===== src/rtl/puf_tx_pkg.sv =====
// Shared types and helpers for the PUF response UART transmitter.
package puf_tx_pkg;

  typedef enum logic [1:0] {
    IDLE  = 2'd0,
    START = 2'd1,
    DATA  = 2'd2,
    STOP  = 2'd3
  } tx_state_t;

  localparam logic [7:0] SYNC_BYTE_DEF = 8'hA5;
  localparam logic [7:0] CRC8_POLY     = 8'h07;

  // CRC-8, MSB-first, non-reflected, no final XOR; one byte per call.
  function automatic logic [7:0] crc8_update(input logic [7:0] crc, input logic [7:0] data);
    logic [7:0] c;
    c = crc ^ data;
    for (int i = 0; i < 8; i++) begin
      c = c[7] ? ((c << 1) ^ CRC8_POLY) : (c << 1);
    end
    return c;
  endfunction

endpackage


===== src/rtl/puf_resp_uart_tx_if.sv =====
// Response handshake bundle: producer drives valid/data, transmitter returns ready.
interface puf_resp_uart_tx_if #(
  parameter int RESP_W = 64
);
  logic              resp_valid;
  logic              resp_ready;
  logic [RESP_W-1:0] resp_data;

  modport master (output resp_valid, output resp_data, input resp_ready);
  modport slave  (input resp_valid, input resp_data, output resp_ready);
endinterface


===== src/rtl/uart_tx_byte.sv =====
// Single-character 8N1 serialiser: start pulse begins a character, data is sampled at the end of the start bit.
// A start pulse coinciding with done chains the next character with no idle gap.
module uart_tx_byte
  import puf_tx_pkg::*;
#(
  parameter int CLKS_PER_BIT = 868
) (
  input  logic       clk_ref,
  input  logic       rst_n,
  input  logic       start,
  input  logic [7:0] data,
  output logic       load,
  output logic       done,
  output logic       busy,
  output logic       txd
);
  localparam int            CW = $clog2(CLKS_PER_BIT);
  localparam logic [CW-1:0] TC = CW'(CLKS_PER_BIT - 1);

  tx_state_t     state, state_nx;
  logic [CW-1:0] cnt, cnt_nx;
  logic [2:0]    bit_idx, bit_idx_nx;
  logic [7:0]    shreg, shreg_nx;
  logic          tc;

  assign tc   = (cnt == TC);
  assign busy = (state != IDLE);
  assign load = (state == START) && tc;
  assign done = (state == STOP) && tc;
  assign txd  = (state == START) ? 1'b0 :
                (state == DATA)  ? shreg[0] : 1'b1;

  always_ff @(posedge clk_ref or negedge rst_n) begin
    if (!rst_n) begin
      state   <= IDLE;
      cnt     <= '0;
      bit_idx <= '0;
      shreg   <= '0;
    end else begin
      state   <= state_nx;
      cnt     <= cnt_nx;
      bit_idx <= bit_idx_nx;
      shreg   <= shreg_nx;
    end
  end

  always_comb begin
    state_nx   = state;
    cnt_nx     = '0;
    bit_idx_nx = bit_idx;
    shreg_nx   = shreg;
    if (state != IDLE && !tc) begin
      cnt_nx = cnt + 1'b1;
    end
    case (state)
      IDLE: begin
        if (start) state_nx = START;
      end
      START: begin
        if (tc) begin
          shreg_nx   = data;
          bit_idx_nx = '0;
          state_nx   = DATA;
        end
      end
      DATA: begin
        if (tc) begin
          shreg_nx = shreg >> 1;
          if (bit_idx == 3'd7) state_nx = STOP;
          else                 bit_idx_nx = bit_idx + 1'b1;
        end
      end
      STOP: begin
        if (tc) state_nx = start ? START : IDLE;
      end
      default: state_nx = IDLE;
    endcase
  end

endmodule


===== src/rtl/puf_resp_uart_tx.sv =====
// Frames a captured PUF response as SYNC + LSB-first bytes (+ CRC-8 when PUF_TX_CRC8_EN) over UART 8N1.
// Start bit 1 cycle after acceptance; resp_ready stays low for the whole frame, valid while busy is ignored.
module puf_resp_uart_tx
  import puf_tx_pkg::*;
#(
  parameter int         CLK_FREQ_HZ = 100_000_000,
  parameter int         BAUD        = 115_200,
  parameter int         RESP_W      = 64,
  parameter logic [7:0] SYNC_BYTE   = SYNC_BYTE_DEF
) (
  input  logic              clk_ref,
  input  logic              rst_n,
  puf_resp_uart_tx_if.slave resp,
  output logic              uart_tx,
  output logic              busy
);
  localparam int CLKS_PER_BIT = (CLK_FREQ_HZ + BAUD / 2) / BAUD;
  localparam int NB           = RESP_W / 8;
`ifdef PUF_TX_CRC8_EN
  localparam int LAST         = NB + 1;
`else
  localparam int LAST         = NB;
`endif
  localparam int            IW     = $clog2(NB + 2);
  localparam logic [IW-1:0] LAST_I = IW'(LAST);

  if (CLKS_PER_BIT < 2) begin : g_bad_baud
    $error("CLKS_PER_BIT must be at least 2");
  end
  if (RESP_W % 8 != 0) begin : g_bad_width
    $error("RESP_W must be a multiple of 8");
  end

  logic              active;
  logic [IW-1:0]     index;
  logic [IW-1:0]     idx_m1;
  logic [RESP_W-1:0] hold;
  logic              accept, more;
  logic              ser_start, ser_load, ser_done, ser_busy;
  logic [7:0]        ser_data, resp_byte;

  assign resp.resp_ready = !active && !ser_busy;
  assign accept          = resp.resp_valid && resp.resp_ready;
  assign more            = (index < LAST_I);
  // Next character is requested on the stop bit's final cycle so characters abut.
  assign ser_start       = accept || (ser_done && more);
  assign idx_m1          = index - 1'b1;
  assign busy            = active;

  always_comb begin
    resp_byte = '0;
    for (int i = 0; i < NB; i++) begin
      if (idx_m1 == IW'(i)) resp_byte = hold[8*i +: 8];
    end
  end

`ifdef PUF_TX_CRC8_EN
  logic [7:0] crc;

  always_ff @(posedge clk_ref or negedge rst_n) begin
    if (!rst_n) begin
      crc <= '0;
    end else if (accept) begin
      crc <= '0;
    end else if (ser_load && index != '0 && index <= IW'(NB)) begin
      crc <= crc8_update(crc, resp_byte);
    end
  end

  always_comb begin
    ser_data = resp_byte;
    if (index == '0)         ser_data = SYNC_BYTE;
    else if (index == LAST_I) ser_data = crc;
  end
`else
  logic unused_load;
  assign unused_load = ser_load;

  always_comb begin
    ser_data = resp_byte;
    if (index == '0) ser_data = SYNC_BYTE;
  end
`endif

  always_ff @(posedge clk_ref or negedge rst_n) begin
    if (!rst_n) begin
      active <= 1'b0;
      index  <= '0;
      hold   <= '0;
    end else if (accept) begin
      active <= 1'b1;
      index  <= '0;
      hold   <= resp.resp_data;
    end else if (ser_done) begin
      if (more) index  <= index + 1'b1;
      else      active <= 1'b0;
    end
  end

  uart_tx_byte #(
    .CLKS_PER_BIT(CLKS_PER_BIT)
  ) u_ser (
    .clk_ref (clk_ref),
    .rst_n   (rst_n),
    .start   (ser_start),
    .data    (ser_data),
    .load    (ser_load),
    .done    (ser_done),
    .busy    (ser_busy),
    .txd     (uart_tx)
  );

endmodule


===== src/flat_wrapper.sv =====
// flat-port wrapper written by rule: the top's interface ports become plain ports
module puf_resp_uart_tx_flat import puf_tx_pkg::*;
#(
  parameter int         CLK_FREQ_HZ = 100_000_000,
  parameter int         BAUD        = 115_200,
  parameter int         RESP_W      = 64,
  parameter logic [7:0] SYNC_BYTE   = SYNC_BYTE_DEF
)
  (clk_ref, rst_n, uart_tx, busy, resp_resp_valid, resp_resp_data, resp_resp_ready);
  puf_resp_uart_tx_if #(.RESP_W(RESP_W)) resp_i ();
  input  logic clk_ref;
  input  logic rst_n;
  output logic uart_tx;
  output logic busy;
  input wire logic [$bits(resp_i.resp_valid)-1:0] resp_resp_valid;
  input wire logic [$bits(resp_i.resp_data)-1:0] resp_resp_data;
  output wire logic [$bits(resp_i.resp_ready)-1:0] resp_resp_ready;
  assign resp_i.resp_valid = resp_resp_valid;
  assign resp_i.resp_data = resp_resp_data;
  assign resp_resp_ready = resp_i.resp_ready;
  puf_resp_uart_tx #(.CLK_FREQ_HZ(CLK_FREQ_HZ), .BAUD(BAUD), .RESP_W(RESP_W), .SYNC_BYTE(SYNC_BYTE)) u_core (.clk_ref(clk_ref), .rst_n(rst_n), .resp(resp_i), .uart_tx(uart_tx), .busy(busy));
endmodule

===== config.mk =====
export PLATFORM = sky130hd
export DESIGN_NAME = puf_resp_uart_tx_flat
export DESIGN_NICKNAME = d
export VERILOG_FILES = /design/src/rtl/puf_tx_pkg.sv /design/src/rtl/puf_resp_uart_tx_if.sv /design/src/rtl/uart_tx_byte.sv /design/src/rtl/puf_resp_uart_tx.sv /design/src/flat_wrapper.sv
export SDC_FILE = /design/constraint.sdc
export NUM_CORES = 1
export LEC_CHECK = 0
export ABC_AREA = 1
export BUFFER_PORTS_ARGS = -buffer_cell sky130_fd_sc_hd__buf_2
export CORE_MARGIN = 4
export CORE_UTILIZATION = 59
export CTS_BUF_LIST = sky130_fd_sc_hd__clkbuf_8
export DETAILED_ROUTE_END_ITERATION = 12
export PLACE_DENSITY = 0.92
export SYNTH_ARGS = -nofsm -noshare
export SYNTH_HDL_FRONTEND = slang
export SYNTH_SLANG_ARGS = --single-unit

===== constraint.sdc =====
create_clock -name clk_ref -period 2.4 [get_ports clk_ref]
set_input_delay 0 -clock clk_ref [delete_from_list [all_inputs] [get_ports clk_ref]]
set_output_delay 0 -clock clk_ref [all_outputs]
set_load 0.01 [all_outputs]

# ---- Word level (Yosys, flattened, before mapping)
# Index checks and enable logic that the tools add are counted.
dict set report word_totals {
  regBits 92
  latchBits 0
  ramBits 0
  rom_bits 0
  inputBits 67
  mem_count 0
}
dict set report op_classes {
  addsub 4
  multipliers 0
  n_div 0
  n_lt_le_gt_ge 1
  eq_ne 19
  shift 0
  n_mux 32
  bitwise_logic 0
  n_reduce_logical 21
}
# cell count
set op_table {}
lappend op_table {{8-bit 2-to-1 mux} 11}
lappend op_table {{4-bit by 3-bit equality test with 1-bit output, second input constant} 4}
lappend op_table {{8-bit case mux with 2 select lines} 1}
lappend op_table {{4-bit 2-to-1 mux} 3}
lappend op_table {{10-bit by 1-bit adder with 10-bit output, second input constant} 1}
lappend op_table {{10-bit equality test, second input constant} 1}
lappend op_table {{10-bit 2-to-1 mux} 1}
lappend op_table {{2-bit 2-to-1 mux} 5}
lappend op_table {{2-bit != test, second input constant} 5}
lappend op_table {{3-bit 2-to-1 mux} 3}
lappend op_table {{4-bit by 2-bit equality test with 1-bit output, second input constant} 2}
lappend op_table {{4-bit zero test} 2}
lappend op_table {{2-bit case mux with 4 select lines} 1}
lappend op_table {{2-bit nonzero test} 4}
lappend op_table {{1-bit 2-to-1 mux} 6}
lappend op_table {{3-bit case mux with 2 select lines} 1}
lappend op_table {{1-bit logical AND} 5}
lappend op_table {{5-bit AND reduction} 1}
lappend op_table {{4-bit by 1-bit adder with 4-bit output, second input constant} 1}
lappend op_table {{2-bit equality test, second input constant} 2}
lappend op_table {{4-bit by 1-bit equality test with 1-bit output, second input constant} 1}
lappend op_table {{4-bit < comparator, second input constant} 1}
lappend op_table {{2-bit by 1-bit != test with 1-bit output, second input constant} 2}
lappend op_table {{2-bit AND reduction} 2}
lappend op_table {{other kinds (9)} 11}

# ---- Logic depth before layout (Yosys ltp)
dict set report logic_depth {
  word_depth 13
  ltp_mapped 17
  depth_no_buf 16
}

# ---- Modules after synthesis
# A second synthesis with hierarchy kept.
dict set report hier_totals {
  cells_unflattened 631
  area_unflattened_um2 4862.2
}
# module instances cells_per_inst area_each_um2 seq_area_each_um2
set by_module_without_submodules {}
lappend by_module_without_submodules {puf_resp_uart_tx 1 489 3564.7 1726.7}
lappend by_module_without_submodules {uart_tx_byte 1 142 1297.5 575.6}

# ---- Least setup slack after synthesis
# Ideal clock, no wire load.
dict set report synth_timing {
  path_kind {flip-flop to flip-flop}
  startpoint {reg u_core.index[0]}
  endpoint {reg u_core.u_ser.shreg[1]}
  setup_time_ns 0.123
  arrival_ns 1.886
  required_time_ns 2.277
  path_slack_ns 0.391
  path_stages_with_launch 16
  period_less_slack_ns 2.009
  cell_sequence {dfrtp_1 -> inv_1 -> ha_1 -> inv_1 -> nor2_4 -> nor2_4 -> nand3_1 -> buf_4 -> o21ai_0 -> inv_1 -> nand2_1 -> nand4_1 -> nand2_1 -> nand2_1 -> nand2_1 -> a21boi_1}
}
dict set report synth_between {
  elab_chain_len 13
  word_cells_on_any_way 21
}
# item line_no
set synth_lines {}
lappend synth_lines {{from (decl)} puf_resp_uart_tx.sv:35} ;# logic [IW-1:0] index;
lappend synth_lines {{from (signal assigned)} puf_resp_uart_tx.sv:95} ;# if (more) index <= index + 1'b1;
lappend synth_lines {{4-bit by 1-bit subtractor with 4-bit output} puf_resp_uart_tx.sv:47} ;# assign idx_m1 = index - 1'b1;
lappend synth_lines {{4-bit zero test} puf_resp_uart_tx.sv:53} ;# if (idx_m1 == IW'(i)) resp_byte = hold[8*i +: 8];
lappend synth_lines {{8-bit 2-to-1 mux (8 in a row)} puf_resp_uart_tx.sv:53}
lappend synth_lines {{8-bit 2-to-1 mux *} puf_resp_uart_tx.sv:81} ;# if (index == '0) ser_data = SYNC_BYTE;
lappend synth_lines {{8-bit 2-to-1 mux *} uart_tx_byte.sv:60} ;# if (tc) begin
lappend synth_lines {{8-bit case mux with 2 select lines *} uart_tx_byte.sv:55} ;# case (state)
lappend synth_lines {{to (signal assigned)} uart_tx_byte.sv:43} ;# shreg <= shreg_nx;
lappend synth_lines {{to (decl)} uart_tx_byte.sv:23} ;# logic [7:0] shreg, shreg_nx;
# Mark *: on every way between the ends. The rest lies on a longest branch, timed or not. The select of a mux whose other input is x is not followed.
# A chain may end at the register's enable or synchronous reset.

# ---- Worst setup path after layout
dict set report layout_timing {
  startpoint {reg u_core.index[1]}
  endpoint {reg u_core.u_ser.shreg[3]}
}
# Same word-level chain as after synthesis.

==> metrics.md <==
| Metric | Value |
|---|---|
| Sw Ratio | ~22% |
| Mapped Nets | around 720 |
| Routed Antenna Nets | 0 |
| Worst VDD drop | 0.420 mV |
| Setup crit start | u_core.index[1]$_DFFE_PN0P_ |
| Fillers | roughly 510 |
| Via count | around 4700 |
| Simple-Gate Fraction of Synth Area | between 30% and 40% |
| DRC | 0 |
| Number of antenna violations at the first check in global routing | 0 |
| Final-report max-slew violation count | 0 |
| Global Route Usage Sum | between 20 and 30% |
| DIE AREA | between 9000 and 10000 um^2 |
| Detail Placement HPWL | roughly 8.0 mm |
| RSZ-0062 raised after global routing | false |
| Tightest Pin Transition | roughly 0.56 ns |
| Routing usage on met3 | 4.86% |
| Logic gate share of total power | between 5 and 6% |
| Met2 Track Usage GR | between 40 and 50% |
| Cell variety after synth | 34 |
| Post-DR vias/cell | between 5 and 6 |
| GR peak layer | met2 |
| Pin count of the biggest net entering global routing | 51 |
| TritonCTS clock tree | done |
| Clk buf depth | 2 |
| Register area share after synthesis | between 40% and 50% |
| RePlAce Congestion | roughly 0.95 |
| Seq pwr share | 53.9% |
| TNS Setup | 0 ns |
| P_leak | around 3.3 nW |
| Area share of xor/xnor cells in the synthesized design | less than 1% |
| Total clock buffers created by CTS | 9 |
| Drt pass-1 iters | 7 |
| Mapped cell area | between 4000 and 5000 um^2 |
| Starting Density | between 60% and 70% |
| Critical path's slowest cell | dfrtp_1 |
| Fmax | about 450 MHz |
| Fin crit share | 93.5% |
| Drt wl/cell | approximately 15 um |
| Share of cells above drive strength 1 | ~14% |
| Yosys top cell by area | dfrtp_1 |
| Worst-path fanout max | 16 |
| Chip width | approximately 98 um |
| Compound-gate portion of the synthesized area | just over 8% |
| Power per cell area | 470 nW/um^2 |
| Slew headroom | between 60 and 70% |
| Min cycle time layout | approximately 2.2 ns |
| CTS H-tree depth | 3 |
| Avg Cell Area, Syn | between 7 and 8 um^2 |
| Drt total wl | between 10 and 15 mm |
| Critical Path RT | 2.66 ns |
| Area growth, synth to finish | 28.0% |
| Status | complete, no violations |
| Ys async rst share | between 90% and 100% |
| Final hold violation count | 0 |
| CP endpoint kind | register |
| Count leader, synth | nand2_1 |
| Kind of critical path | register to register |
| Clock root buffer | clkbuf_8 |
| First-pass GRT wire length | between 20 and 25 mm |
| NetSw | between 600 and 700 uW |
| Max-Cap Viols | 0 |
| Final setup viols | 0 |
| Pint | about 2.2 mW |
| Worst skew pair latency | roughly 0.37 ns |
| CP startpoint kind | register |
| Clock Sink Count | just over 90 |
| Yosys Warn Count | 0 |
| Worst hold margin | 0.155 ns |
| Met1 Use GR | a little over a third |
| Post-synthesis mux area share | 0% |
| Fin util | roughly 78% |
| Nets | ~850 |
| Power, Total | about 2.9 mW |
| Clock power share | 40.2% |
| IO Pins | 70 |
| Port bufs | 69 |
| Most frequent cells after synthesis | 259 x nand2_1, 92 x dfrtp_1, 71 x inv_1, 37 x o21ai_0, 33 x nand3_1 |
| Most used DFF post-synth | dfrtp_1 |
| ANT cells | 0 |
| Clk slew on worst S/H paths | about 0.10 ns |
| Overflow left after global routing | 0 |
| Yosys reg bits | 92 |
| Synth area leaders | dfrtp_1 48%, nand2_1 20%, inv_1 5.6% |
| Post-synth EDFFs | 0 |
| Reg-to-Reg Start | u_core.index[1]$_DFFE_PN0P_ |
| Total core area | 7810 um^2 |
| CP Cell Sequence | inv_2 > ha_2 > inv_1 > nor2_4 > nor2_4 > buf_4 > nand4_1 > nand2_1 > inv_1 > nand2_1 > nand2_1 > nand2_1 > nand2_1 > nand2_1 > nand2_1 > nand2_1 > a21boi_1 |
| CP dominant cell by count | nand2_1 |
| Synth Instances | roughly 640 |
| Number of global-route vias before repair | 4525 |
| Post-synth top area share | between 40% and 50% |
| Row count | 32 |
| Hold WC Path Type | primary input to async pin |
| 1st-iter DRT viols | 460 |
| CP max stage delay | 0.43 ns |
| Clock Skews | approximately 0.015 ns |
| Largest family of logic cells by synthesized area | simple AND/OR/NAND/NOR gates |
| Die H | a little under 100 um |
| Post-synthesis adder-cell area fraction | about 3.4% |
| Crit path arrival time | roughly 2.5 ns |
==> sequential cells by signal, summed over array words and instances (netlist names) <==
signal / cells
u_core.u_ser.bit_idx: 3
u_core.u_ser.shreg: 8
u_core.u_ser.cnt: 10
u_core.u_ser.state: 2
u_core.index: 4
u_core.hold: 64
u_core.busy: 1
==> power by group through the flow <==
stage | logic (mW) | clock network [mW] | registers, mW
floorplan | 0.000000551 | 0 | 1.58
global route | 0.188 | 1.23 | 1.55
detailed placement | 0.0859 | 0 | 1.58
finish | 0.170 | 1.15 | 1.55
global placement | 0.0842 | 0 | 1.58
CTS | 0.166 | 1.15 | 1.55
==> path summary, 6_finish.rpt <==
path | to | slack (ns) | cells past startpoint
worst max-delay path | u_core.u_ser.shreg[3]$_DFFE_PN0P_ | 0.16 | 17
worst min-delay path | u_core.hold[2]$_DFFE_PN0P_ | 0.15 | 2
worst max register to register | u_core.u_ser.shreg[3]$_DFFE_PN0P_ | 0.16 | 17
worst min register to register | u_core.u_ser.cnt[0]$_DFF_PN0_ | 0.48 | 1
max in group asynchronous | u_core.hold[55]$_DFFE_PN0P_ | 1.57 | 3
min in group clk_ref | u_core.index[0]$_DFFE_PN0P_ | 0.17 | 6
==> cell type report <==
class	count	area [um^2]	area share [%]
clock buffers	9	124	2.02
clock inverters	6	87.6	1.43
well taps	102	128	2.09
multi-input cells	446	2090	34.2
flip-flops and latches	92	2300	37.6
repair buffers	145	1110	18.1
inverters	74	278	4.54
==> cells by family after synthesis <==
kind of cell | Yosys count
and+or+nand+nor | 361
buffers and inverters | 100
DFF | 92
AOI/OAI and AO/OA | 70
adders and majority gates | 13
xor gates and xnor gates | 2
==> metrics by stage <==
stage / std cells / setup slack [ns] / area, um^2
6_report: 874 / 0.157 / 6120
5_1_grt: 874 / 0.0278 / 6120
4_1_cts: 873 / 0.0241 / 6100
3_5_place_dp: 793 / 0.0551 / 5230
3_3_place_gp: 793 / 0.201 / 5230
2_1_floorplan: 638 / 0.391 / 4780
==> metal layers <==
metal | vias up | wire, um
met5 | - | 0
met4 | 0 | 431
met3 | 41 | 1020
met2 | 226 | 6340
met1 | 2161 | 5100
li1 | 2256 | -
==> worst max-delay path: cells and delay by family (launching register included) <==
| family | cells | cell delay, ns |
|---|---|---|
| simple gates | 11 | 0.97 |
| fa+ha+maj | 1 | 0.21 |
| flops | 1 | 0.43 |
| compound gates | 1 | 0.06 |
| buf+inv | 4 | 0.47 |
==> layout by cell type, fill, tap and decap left out, types with 3 or more instances in the layout <==
master and count:
a21boi_1 3, a21oi_1 16, buf_2 68, buf_4 10
clkbuf_8 9, dfrtp_1 92, dlygate4sd3_1 65, ha_1 12
inv_1 69, inv_2 4, nand2_1 259, nand2_2 3
nand3_1 32, nand4_1 18, nor2_1 31, nor3b_1 3
o21ai_0 37, o21ai_1 8, or2_0 3
==> what timing repair did <==
item / in CTS / in global routing
endpoints found under the setup margin: 0 / 8
gates resized for setup: 0 / 4
endpoints found under the hold margin: 106 / 0
buffers inserted: 0 / 1
hold buffers: 65 / 0
No activity file was read; power rests on OpenSTA's default activity.
